$ cat config.mk
export PLATFORM = sky130hd
export DESIGN_NAME = cbb_ecc_scrub
export DESIGN_NICKNAME = d
export VERILOG_FILES = /design/src/rtl/cbb_ecc_pkg.sv /design/src/rtl/cbb_ecc_dec.sv /design/src/rtl/cbb_ecc_enc.sv /design/src/rtl/cbb_ecc_scrub.sv
export SDC_FILE = /design/constraint.sdc
export NUM_CORES = 1
export LEC_CHECK = 0
export BUFFER_PORTS_ARGS = -buffer_cell sky130_fd_sc_hd__buf_2
export CAP_MARGIN = 5
export CORE_AREA = 4 4 182 184
export CTS_CLUSTER_SIZE = 16
export DETAILED_ROUTE_END_ITERATION = 10
export DIE_AREA = 0 0 186 188
export GPL_TIMING_DRIVEN = 0
export PLACE_DENSITY_LB_ADDON = 0.1
export SLEW_MARGIN = 30
export SYNTH_ARGS = -nofsm -noshare
export SYNTH_HDL_FRONTEND = slang
export SYNTH_SLANG_ARGS = --single-unit
$ cat constraint.sdc
create_clock -name clk -period 3.2 [get_ports clk]
set_clock_uncertainty 0.2 [all_clocks]
set_input_delay 0.16 -clock clk [delete_from_list [all_inputs] [get_ports clk]]
set_output_delay 0.16 -clock clk [all_outputs]
set_load 0.05 [all_outputs]
$ cat src/rtl/cbb_ecc_pkg.sv
// Shared types and code-construction helpers for the SEC-DED scrubber and its codec.
// Codeword layout: {overall parity, check[EW-2:0], data[DW-1:0]}.
package cbb_ecc_pkg;

    localparam int DW_DEF = 64;
    localparam int EW_DEF = 8;
    localparam int CW     = DW_DEF + EW_DEF;

    typedef enum logic [2:0] {IDLE, WAIT, RD, RLAT, CHK, ENC, WR, NEXT} scrub_st_e;

    // Data bit i uses the i-th integer >= 3 that is not a power of two as its H-matrix column.
    function automatic int unsigned hcol(input int i);
        int n;
        int unsigned r;
        n = 0;
        r = 0;
        for (int v = 3; v < 2 * i + 16; v++) begin
            if ((v & (v - 1)) != 0) begin
                if (n == i) r = v;
                n++;
            end
        end
        return r;
    endfunction

    // Data bits covered by check bit j.
    function automatic logic [511:0] hmask(input int dw, input int j);
        logic [511:0] m;
        int n;
        m = '0;
        n = 0;
        for (int v = 3; v < 2 * dw + 16; v++) begin
            if (n < dw && (v & (v - 1)) != 0) begin
                if (v[j]) m[n] = 1'b1;
                n++;
            end
        end
        return m;
    endfunction

endpackage

$ cat src/rtl/cbb_ecc_dec.sv
// Registered SEC-DED decoder: corrects any single flip, flags even-weight multi-bit errors as DED.
module cbb_ecc_dec
    import cbb_ecc_pkg::*;
#(
    parameter int DW = 64,
    parameter int EW = 8
) (
    input  logic                 clk,
    input  logic                 rst_n,
    input  logic [DW+EW-1:0]     din,
    input  logic [DW+EW-1:0]     inj_flip,
    output logic [DW-1:0]        dout,
    output logic                 sec,
    output logic                 ded
);
    localparam int RW = EW - 1;

    logic [DW+EW-1:0] cw;
    logic [RW-1:0]    syn;
    logic [DW-1:0]    flip;
    logic             par;

    assign cw  = din ^ inj_flip;
    assign par = ^cw;

    for (genvar j = 0; j < RW; j++) begin : g_syn
        localparam logic [511:0] M = hmask(DW, j);
        assign syn[j] = cw[DW+j] ^ (^(cw[DW-1:0] & M[DW-1:0]));
    end

    for (genvar i = 0; i < DW; i++) begin : g_flip
        localparam int unsigned H = hcol(i);
        assign flip[i] = (syn == H[RW-1:0]);
    end

    // Odd overall parity means one flip; a flip in a check/parity bit leaves data untouched.
    always_ff @(posedge clk) begin
        if (!rst_n) begin
            dout <= '0;
            sec  <= 1'b0;
            ded  <= 1'b0;
        end else begin
            dout <= cw[DW-1:0] ^ (par ? flip : '0);
            sec  <= par;
            ded  <= !par && (syn != '0);
        end
    end

endmodule

$ cat src/rtl/cbb_ecc_enc.sv
// Registered SEC-DED encoder (extended Hamming), one cycle latency.
module cbb_ecc_enc
    import cbb_ecc_pkg::*;
#(
    parameter int DW = 64,
    parameter int EW = 8
) (
    input  logic                 clk,
    input  logic                 rst_n,
    input  logic [DW-1:0]        din,
    input  logic [DW+EW-1:0]     inj_flip,
    output logic [DW+EW-1:0]     dout
);
    localparam int RW = EW - 1;

    logic [RW-1:0] chk;

    for (genvar j = 0; j < RW; j++) begin : g_chk
        localparam logic [511:0] M = hmask(DW, j);
        assign chk[j] = ^(din & M[DW-1:0]);
    end

    always_ff @(posedge clk) begin
        if (!rst_n) dout <= '0;
        else        dout <= {^{chk, din}, chk, din} ^ inj_flip;
    end

endmodule

$ cat src/rtl/cbb_ecc_scrub.sv
// Background SEC-DED scrubber: reads each word, writes back corrected data on SEC, logs DED.
module cbb_ecc_scrub
    import cbb_ecc_pkg::*;
#(
    parameter int DW       = 64,
    parameter int EW       = 8,
    parameter int AW       = 10,
    parameter int DEPTH    = 1024,
    parameter int INTERVAL = 256,
    parameter int CNT_W    = 16
) (
    input  logic                 clk,
    input  logic                 rst_n,
    input  logic                 scrub_en,
    output logic                 mem_req,
    output logic                 mem_we,
    output logic [AW-1:0]        mem_addr,
    output logic [DW+EW-1:0]     mem_wdata,
    input  logic                 mem_gnt,
    input  logic [DW+EW-1:0]     mem_rdata,
    input  logic                 snp_wr,
    input  logic [AW-1:0]        snp_addr,
    output logic [CNT_W-1:0]     sec_cnt,
    output logic [CNT_W-1:0]     ded_cnt,
    output logic [AW-1:0]        ded_addr,
    output logic                 ded_irq,
    output logic                 pass_done,
    input  logic                 cnt_clr,
    output logic                 busy
);
    localparam int          IW   = (INTERVAL > 0) ? $clog2(INTERVAL + 1) : 1;
    localparam logic [AW-1:0] LAST = AW'(DEPTH - 1);

    scrub_st_e       state, nxt;
    logic [AW-1:0]   ptr;
    logic [IW-1:0]   icnt;
    logic            hz_q;
    logic            logged;
    logic [DW-1:0]   corr_q;
    logic [DW-1:0]   dec_dout;
    logic            dec_sec, dec_ded;
    logic            snp_hit;

    cbb_ecc_dec #(.DW(DW), .EW(EW)) u_dec (
        .clk(clk), .rst_n(rst_n), .din(mem_rdata), .inj_flip('0),
        .dout(dec_dout), .sec(dec_sec), .ded(dec_ded)
    );

    cbb_ecc_enc #(.DW(DW), .EW(EW)) u_enc (
        .clk(clk), .rst_n(rst_n), .din(corr_q), .inj_flip('0), .dout(mem_wdata)
    );

    assign snp_hit  = snp_wr && (snp_addr == ptr);
    assign mem_addr = ptr;
    assign busy     = !(state == IDLE || state == WAIT);

    always_comb begin
        nxt       = state;
        mem_req   = 1'b0;
        mem_we    = 1'b0;
        ded_irq   = 1'b0;
        pass_done = 1'b0;
        case (state)
            IDLE: if (scrub_en) nxt = (INTERVAL == 0) ? RD : WAIT;
            WAIT: begin
                if (!scrub_en)           nxt = IDLE;
                else if (icnt <= IW'(1)) nxt = RD;
            end
            RD: begin
                mem_req = 1'b1;
                if (mem_gnt) nxt = RLAT;
            end
            RLAT: nxt = CHK;
            CHK: begin
                if (dec_ded) begin
                    ded_irq = 1'b1;
                    nxt     = NEXT;
                end else if (dec_sec) nxt = ENC;
                else                  nxt = NEXT;
            end
            ENC: nxt = WR;
            // A functional write to this word since the read makes our corrected copy stale.
            WR: begin
                if (hz_q) nxt = NEXT;
                else begin
                    mem_req = 1'b1;
                    mem_we  = 1'b1;
                    if (mem_gnt) nxt = NEXT;
                end
            end
            NEXT: begin
                pass_done = (ptr == LAST);
                nxt       = scrub_en ? ((INTERVAL == 0) ? RD : WAIT) : IDLE;
            end
            default: nxt = IDLE;
        endcase
    end

    always_ff @(posedge clk) begin
        if (!rst_n) begin
            state    <= IDLE;
            ptr      <= '0;
            icnt     <= '0;
            hz_q     <= 1'b0;
            corr_q   <= '0;
            sec_cnt  <= '0;
            ded_cnt  <= '0;
            ded_addr <= '0;
            logged   <= 1'b0;
        end else begin
            state <= nxt;

            if (nxt == WAIT && state != WAIT) icnt <= IW'(INTERVAL);
            else if (state == WAIT)           icnt <= icnt - 1'b1;

            if (state == CHK) corr_q <= dec_dout;

            if (state == NEXT) hz_q <= 1'b0;
            else if (snp_hit && ((state == RD && mem_gnt) || state == RLAT || state == CHK ||
                                 state == ENC || state == WR))
                hz_q <= 1'b1;

            if (state == NEXT) ptr <= (ptr == LAST) ? '0 : ptr + 1'b1;

            // Clear wins over a same-cycle increment or log.
            if (cnt_clr) begin
                sec_cnt  <= '0;
                ded_cnt  <= '0;
                ded_addr <= '0;
                logged   <= 1'b0;
            end else if (state == CHK) begin
                if (dec_ded) begin
                    if (ded_cnt != '1) ded_cnt <= ded_cnt + 1'b1;
                    if (!logged) begin
                        ded_addr <= ptr;
                        logged   <= 1'b1;
                    end
                end else if (dec_sec) begin
                    if (sec_cnt != '1) sec_cnt <= sec_cnt + 1'b1;
                end
            end
        end
    end

endmodule

# Word level (Yosys, flattened, before mapping)
# Cells that the tools add are included.
[op_classes]
n_eq_ne = 77
bitwise = 11
n_reduce_logical = 38
mux = 20
magnitude_cmp = 1
add_sub_neg = 4
[ops]
columns = ["operator", "n"]
rows = [
  ["$reduce_xor 64->1", 14],
  ["$eq 7x6->1 const B", 31],
  ["$eq 7x5->1 const B", 15],
  ["$reduce_xor 72->1", 1],
  ["$reduce_xor 71->1", 1],
  ["$mux 64", 1],
  ["$xor 64x64->64", 1],
  ["$eq 7x4->1 const B", 7],
  ["$eq 7x7->1 const B", 7],
  ["$add 16x1->16 const B", 2],
  ["$ne 16x16->1 const B", 2],
  ["$pmux 3 s8", 1],
  ["$eq 7x3->1 const B", 3],
  ["$mux 3", 6],
  ["$mux 9", 2],
  ["$eq 3x3->1 const B", 4],
  ["$add 10x1->10 const B", 1],
  ["$eq 10x10->1", 1],
  ["$eq 10x10->1 const B", 1],
  ["$mux 10", 1],
  ["$le 9x1->1 const B", 1],
  ["$sub 9x1->9 const B", 1],
  ["$eq 7x2->1 const B", 1],
  ["$reduce_bool 7->1", 1],
  ["17 further kinds", 45],
]
[totals]
ff_bits = 268
out_inout_bits = 129
wordCells = 165
in_bits = 88

# Longest topological paths before layout
[logic_depth]
depth_word = 7
depth_mapped = 10
depth_no_buf = 8

# By module
# Synthesis repeated with hierarchy kept, for this count alone.
[unflattened]
hier_cells = 1508
area_unflattened_um2 = 14712.9
[by_module_without_submodules]
columns = ["module", "area_per_inst_um2", "cells_each", "n_inst", "seq_area_each_um2"]
rows = [
  ["cbb_ecc_scrub", 5536.6, 691, 1, 2602.5],
  ["cbb_ecc_dec", 5323.9, 482, 1, 1321.3],
  ["cbb_ecc_enc", 3852.4, 335, 1, 1441.4],
]

# Least setup slack after synthesis
# No wires, ideal clock.
[synth_timing]
path_type = "input to register"
startpoint = "input mem_rdata[24]"
endpoint = "register u_dec.dout[15]"
path_slack_ns = 0.095
setup_time_ns = 0.070
n_path_buf = 1
cell_stages = 9
required_time_ns = 2.930
t_arrival_ns = 2.835
path_cell_list = "xnor3_1 -> xor2_1 -> xnor3_1 -> xnor2_1 -> nor3b_2 -> o211ai_1 -> clkbuf_1 -> or4_1 -> a21oi_1"
[synth_via]
elab_chain_cells = 5
word_cells_on_any_way = 12
cone_classes = "1 x eq/ne; 1 x mux; 5 x bitwise; 5 x reduce/logical"
[synth_lines]
columns = ["element", "line_no", "rtl"]
rows = [
  ["from (decl)", "cbb_ecc_scrub.sv:20", "input logic [DW+EW-1:0] mem_rdata,"],
  ["$reduce_xor 64->1", "cbb_ecc_dec.sv:28", "assign syn[j] = cw[DW+j] ^ (^(cw[DW-1:0] & M[DW-1:0]));"],
  ["$xor 1x1->1", "cbb_ecc_dec.sv:28", ""],
  ["$eq 7x5->1", "cbb_ecc_dec.sv:33", "assign flip[i] = (syn == H[RW-1:0]);"],
  ["$mux 64 *", "cbb_ecc_dec.sv:43", "dout <= cw[DW-1:0] ^ (par ? flip : '0);"],
  ["$xor 64x64->64 *", "cbb_ecc_dec.sv:43", ""],
  ["to (signal assigned)", "cbb_ecc_dec.sv:43", ""],
  ["to (decl)", "cbb_ecc_dec.sv:12", "output logic [DW-1:0] dout,"],
]
# Mark *: on every way between the ends. The rest lies on a longest branch, timed or not.
# A chain may end at the register's enable or synchronous reset.

# Worst setup path in the final report
[layout_timing]
startpoint = "input mem_rdata[20]"
endpoint = "register u_dec.dout[41]"
[layout_via]
elab_chain_cells = 5
word_cells_on_any_way = 10
cone_classes = "1 x eq/ne; 1 x mux; 4 x bitwise; 4 x reduce/logical"
[layout_lines]
columns = ["element", "line_no"]
rows = [
  ["$reduce_xor 64->1", "cbb_ecc_dec.sv:28"],
  ["$xor 1x1->1", "cbb_ecc_dec.sv:28"],
  ["$eq 7x6->1", "cbb_ecc_dec.sv:33"],
  ["$mux 64 *", "cbb_ecc_dec.sv:43"],
  ["$xor 64x64->64 *", "cbb_ecc_dec.sv:43"],
]
# Marks and branches as above.

==> summary.txt <==
Outcome
  – Outcome: finished clean

Clocking
  – CTS tree: built
  – Max Root-Sink Buffers: 3
  – Clock Sinks: 268
  – CTS clock-pin slew for the worst setup and hold paths: 0.06 ns
  – Clock root buffer: clkbuf_16
  – Clk_lat worst skew: 0.53 ns
  – CTS Buf Count: 28
  – Htree depth: 1

Synth
  – Post-synth net total: 1496
  – Yosys cell types: 42
  – Ys Warns: 0
  – Async S/R FF share, synth: 0%
  – Sequential area share after synthesis: 41.78%
  – Cell Area, Synth: 12840 um2
  – Cells after synthesis: 1403
  – Register bit total from synthesis: 268
  – Number of synthesized flops with an enable pin: 0
  – Top FF cell, synth: dfxtp_1
  – Syn avg cell area: 9.153 um2

Critical path
  – CP Launch Type: primary input
  – Crit. End Element: register
  – Required @ worst endpoint: 3.44 ns
  – CP max FO: 10
  – Worst path arrival time: 3.35 ns
  – Crit path kind: primary input to register

Die
  – Die Width: 186 um
  – Die footprint: 34970 um2
  – Vert. Die Dim: 188 um
  – Initial Utilization: 40.91%
  – Top-level port count: 217
  – Core ar.: 31390 um2
  – Placement Rows: 65

Detailed routing
  – DR pass1 iterations: 5
  – DR DRC count: 0
  – ANT nets after route: 0
  – WL per Instance: 18.52 um
  – Final wirelength: 39.78 mm
  – Via Count: 10842
  – Vias/cell: 5.047
  – Starting DRT DRC Count: 760

Placed design
  – Area after DPL: 14430 um2
  – RePlAce Congestion: 0.9376
  – Place WS: -0.8398 ns
  – Port Buf Inserts: 216
  – Final HPWL DP: 31.06 mm

GRT
  – Total Routing Usage GR: 22.33%
  – Pin count of the biggest net entering global routing: 15
  – Vias in the first global route: 10440
  – First-pass GRT wire length: 61.04 mm
  – GRT overflow: 0
  – Initial antenna violation count: 1

Layout
  – # nets final: 1816
  – Post-layout util: 51.76%
  – Syn-to-layout area delta: 26.52%
  – Fin area: 16250 um2
  – Layout cell share with drive strength beyond 1: 17.65%

Timing
  – Final Setup Violations: 0
  – Final worst slack: 0.09337 ns
  – Fin. max-slew vios: 0
  – Fmax: 321.9 MHz
  – Final Cycle Share: 97.08%
  – Min Clock Period, post-route: 3.107 ns
  – Hold WS: 0.2325 ns
  – Slew @ Worst Pin: 0.7724 ns
  – Hold Fails Final Rpt: 0
  – Relative slew slack: 48.50%
  – Setup TNS Final: 0 ns

Flow run
  – Max_cap viols: 0

Power and ir drop
  – Power Density: 737.3 nW/um2
  – Leak Pwr: 6.413 nW
  – VDD IR-drop max: 0.0007520 V

Min path
  – Hold Crit Class: register to register
[stage by stage]
stage | power, W | std cells
2_1_floorplan | 0.006891 | 1403
3_3_place_gp | 0.008238 | 2021
3_5_place_dp | 0.008239 | 2021
4_1_cts | 0.01176 | 2144
5_1_grt | 0.01252 | 2148
6_report | 0.01198 | 2148
[cell families (layout without fill, tap and decap cells)]
| family | count (synthesis) | after routing | share of synthesized area [%] |
|---|---|---|---|
| flops | 268 | 268 | 41.78 |
| fa+ha+maj | 5 | 5 | 0.4871 |
| mux | 14 | 14 | 1.120 |
| buf+inv | 87 | 429 | 2.631 |
| other cells | 0 | 1 | 0 |
| xor+xnor | 294 | 294 | 24.66 |
| simple gates | 494 | 494 | 19.21 |
| compound gates | 241 | 241 | 10.11 |
[state kept, by name, indices dropped and copies added (netlist names), 3 cells and up]
name,flops
corr_q,64
ded_addr,10
ded_cnt,16
icnt,9
mem_addr,10
sec_cnt,16
state,3
u_dec.dout,64
u_enc.dout,72
[critical path: stages]
cell and delay, ns:
dlygate4sd3_1 0.53, buf_2 0.17, xnor2_1 0.22, xnor3_1 0.39, xnor2_1 0.18, xnor2_2 0.31
and3_1 0.26, o211ai_1 0.24, buf_2 0.27, or4_1 0.40, a21oi_1 0.23
[final timing paths]
| path | startpoint | cells past startpoint | to | slack [ns] |
|---|---|---|---|---|
| max reg2reg | mem_addr[7]$_SDFFE_PN0P_ | 8 | hz_q$_SDFFE_PP0P_ | 0.19 |
| min reg2reg | u_dec.dout[22]$_SDFF_PN0_ | 2 | corr_q[22]$_SDFFE_PN0P_ | 0.23 |
| min | u_dec.dout[22]$_SDFF_PN0_ | 2 | corr_q[22]$_SDFFE_PN0P_ | 0.23 |
| max | mem_rdata[20] | 11 | u_dec.dout[41]$_SDFF_PN0_ | 0.09 |
[layout make-up]
cell class	instances	area (um2)
multi-input cells	1048	7244
clock buffers	43	858.3
plain buffers	72	295.3
well taps	402	503.0
flip-flops and latches	268	5366
repair buffers	291	1824
inverters	14	52.55
fillers	2999	15140
clock inverters	9	101.3
diodes	1	2.502
[synthesized netlist by cell type, drive strengths merged (2+ instances only)]
| cell | instances | area, um2 |
|---|---|---|
| nand3 | 11 | 55.05 |
| dfxtp | 268 | 5365 |
| and4 | 2 | 17.52 |
| xor2 | 59 | 516.8 |
| ha | 5 | 62.56 |
| nor2 | 64 | 240.2 |
| o31ai | 21 | 157.7 |
| or4 | 20 | 150.1 |
| mux2i | 14 | 143.9 |
| o21ai | 60 | 300.3 |
| inv | 13 | 48.80 |
| nor3 | 31 | 155.2 |
| nand2b | 17 | 106.4 |
| nor3b | 3 | 27.52 |
| xor3 | 2 | 47.55 |
| a211oi | 2 | 15.01 |
| and2 | 67 | 419.2 |
| xnor3 | 36 | 813.3 |
| or3 | 46 | 287.8 |
| and3 | 8 | 50.05 |
| buf | 4 | 26.27 |
| nor4b | 2 | 17.52 |
| nand4 | 32 | 200.2 |
| o211ai | 8 | 60.06 |
| xnor2 | 197 | 1789 |
| clkbuf | 69 | 259.0 |
| nand2 | 182 | 683.2 |
| or2 | 3 | 18.77 |
| nor4 | 5 | 31.28 |
| a21oi | 146 | 730.7 |
[cells in the final DEF, fill, tap and decap left out, types with 11 or more instances in the layout]
master / n
xnor2_1: 190
nand2_1: 182
nor2_1: 64
xor2_1: 57
and2_1: 67
nor3_1: 26
nand3_1: 11
buf_2: 222
o21ai_0: 60
inv_1: 13
nand2b_1: 17
dlygate4sd3_1: 72
a21oi_1: 143
o31ai_1: 21
clkbuf_1: 63
dfxtp_1: 267
clkbuf_16: 29
or3_1: 46
mux2i_1: 12
or4_1: 20
nand4_1: 32
xnor3_1: 34
[repair_timing]
item	in CTS	in global routing
hold endpoints to repair	71	0
pin swaps	0	3
gates resized for setup	10	29
hold buffers	72	0
buffers inserted	0	3
endpoints found under the setup margin	55	54
[report_power, final]
| group | switching, W | internal, W |
|---|---|---|
| Sequential | 0.0000525 | 0.00346 |
| Combinational | 0.00341 | 0.00174 |
| Clock | 0.00131 | 0.00200 |
| Total | 0.00477 | 0.00721 |
[layer usage]
| metal | up-vias | wire [um] | track usage (%) |
|---|---|---|---|
| met5 | - | 0 | 0 |
| met1 | 5051 | 18860 | 32.41 |
| li1 | 5402 | - | - |
| met2 | 335 | 18050 | 36.14 |
| met3 | 54 | 2071 | 2.755 |
| met4 | 0 | 799 | 4.008 |
No activity file was read; power rests on OpenSTA's default activity.
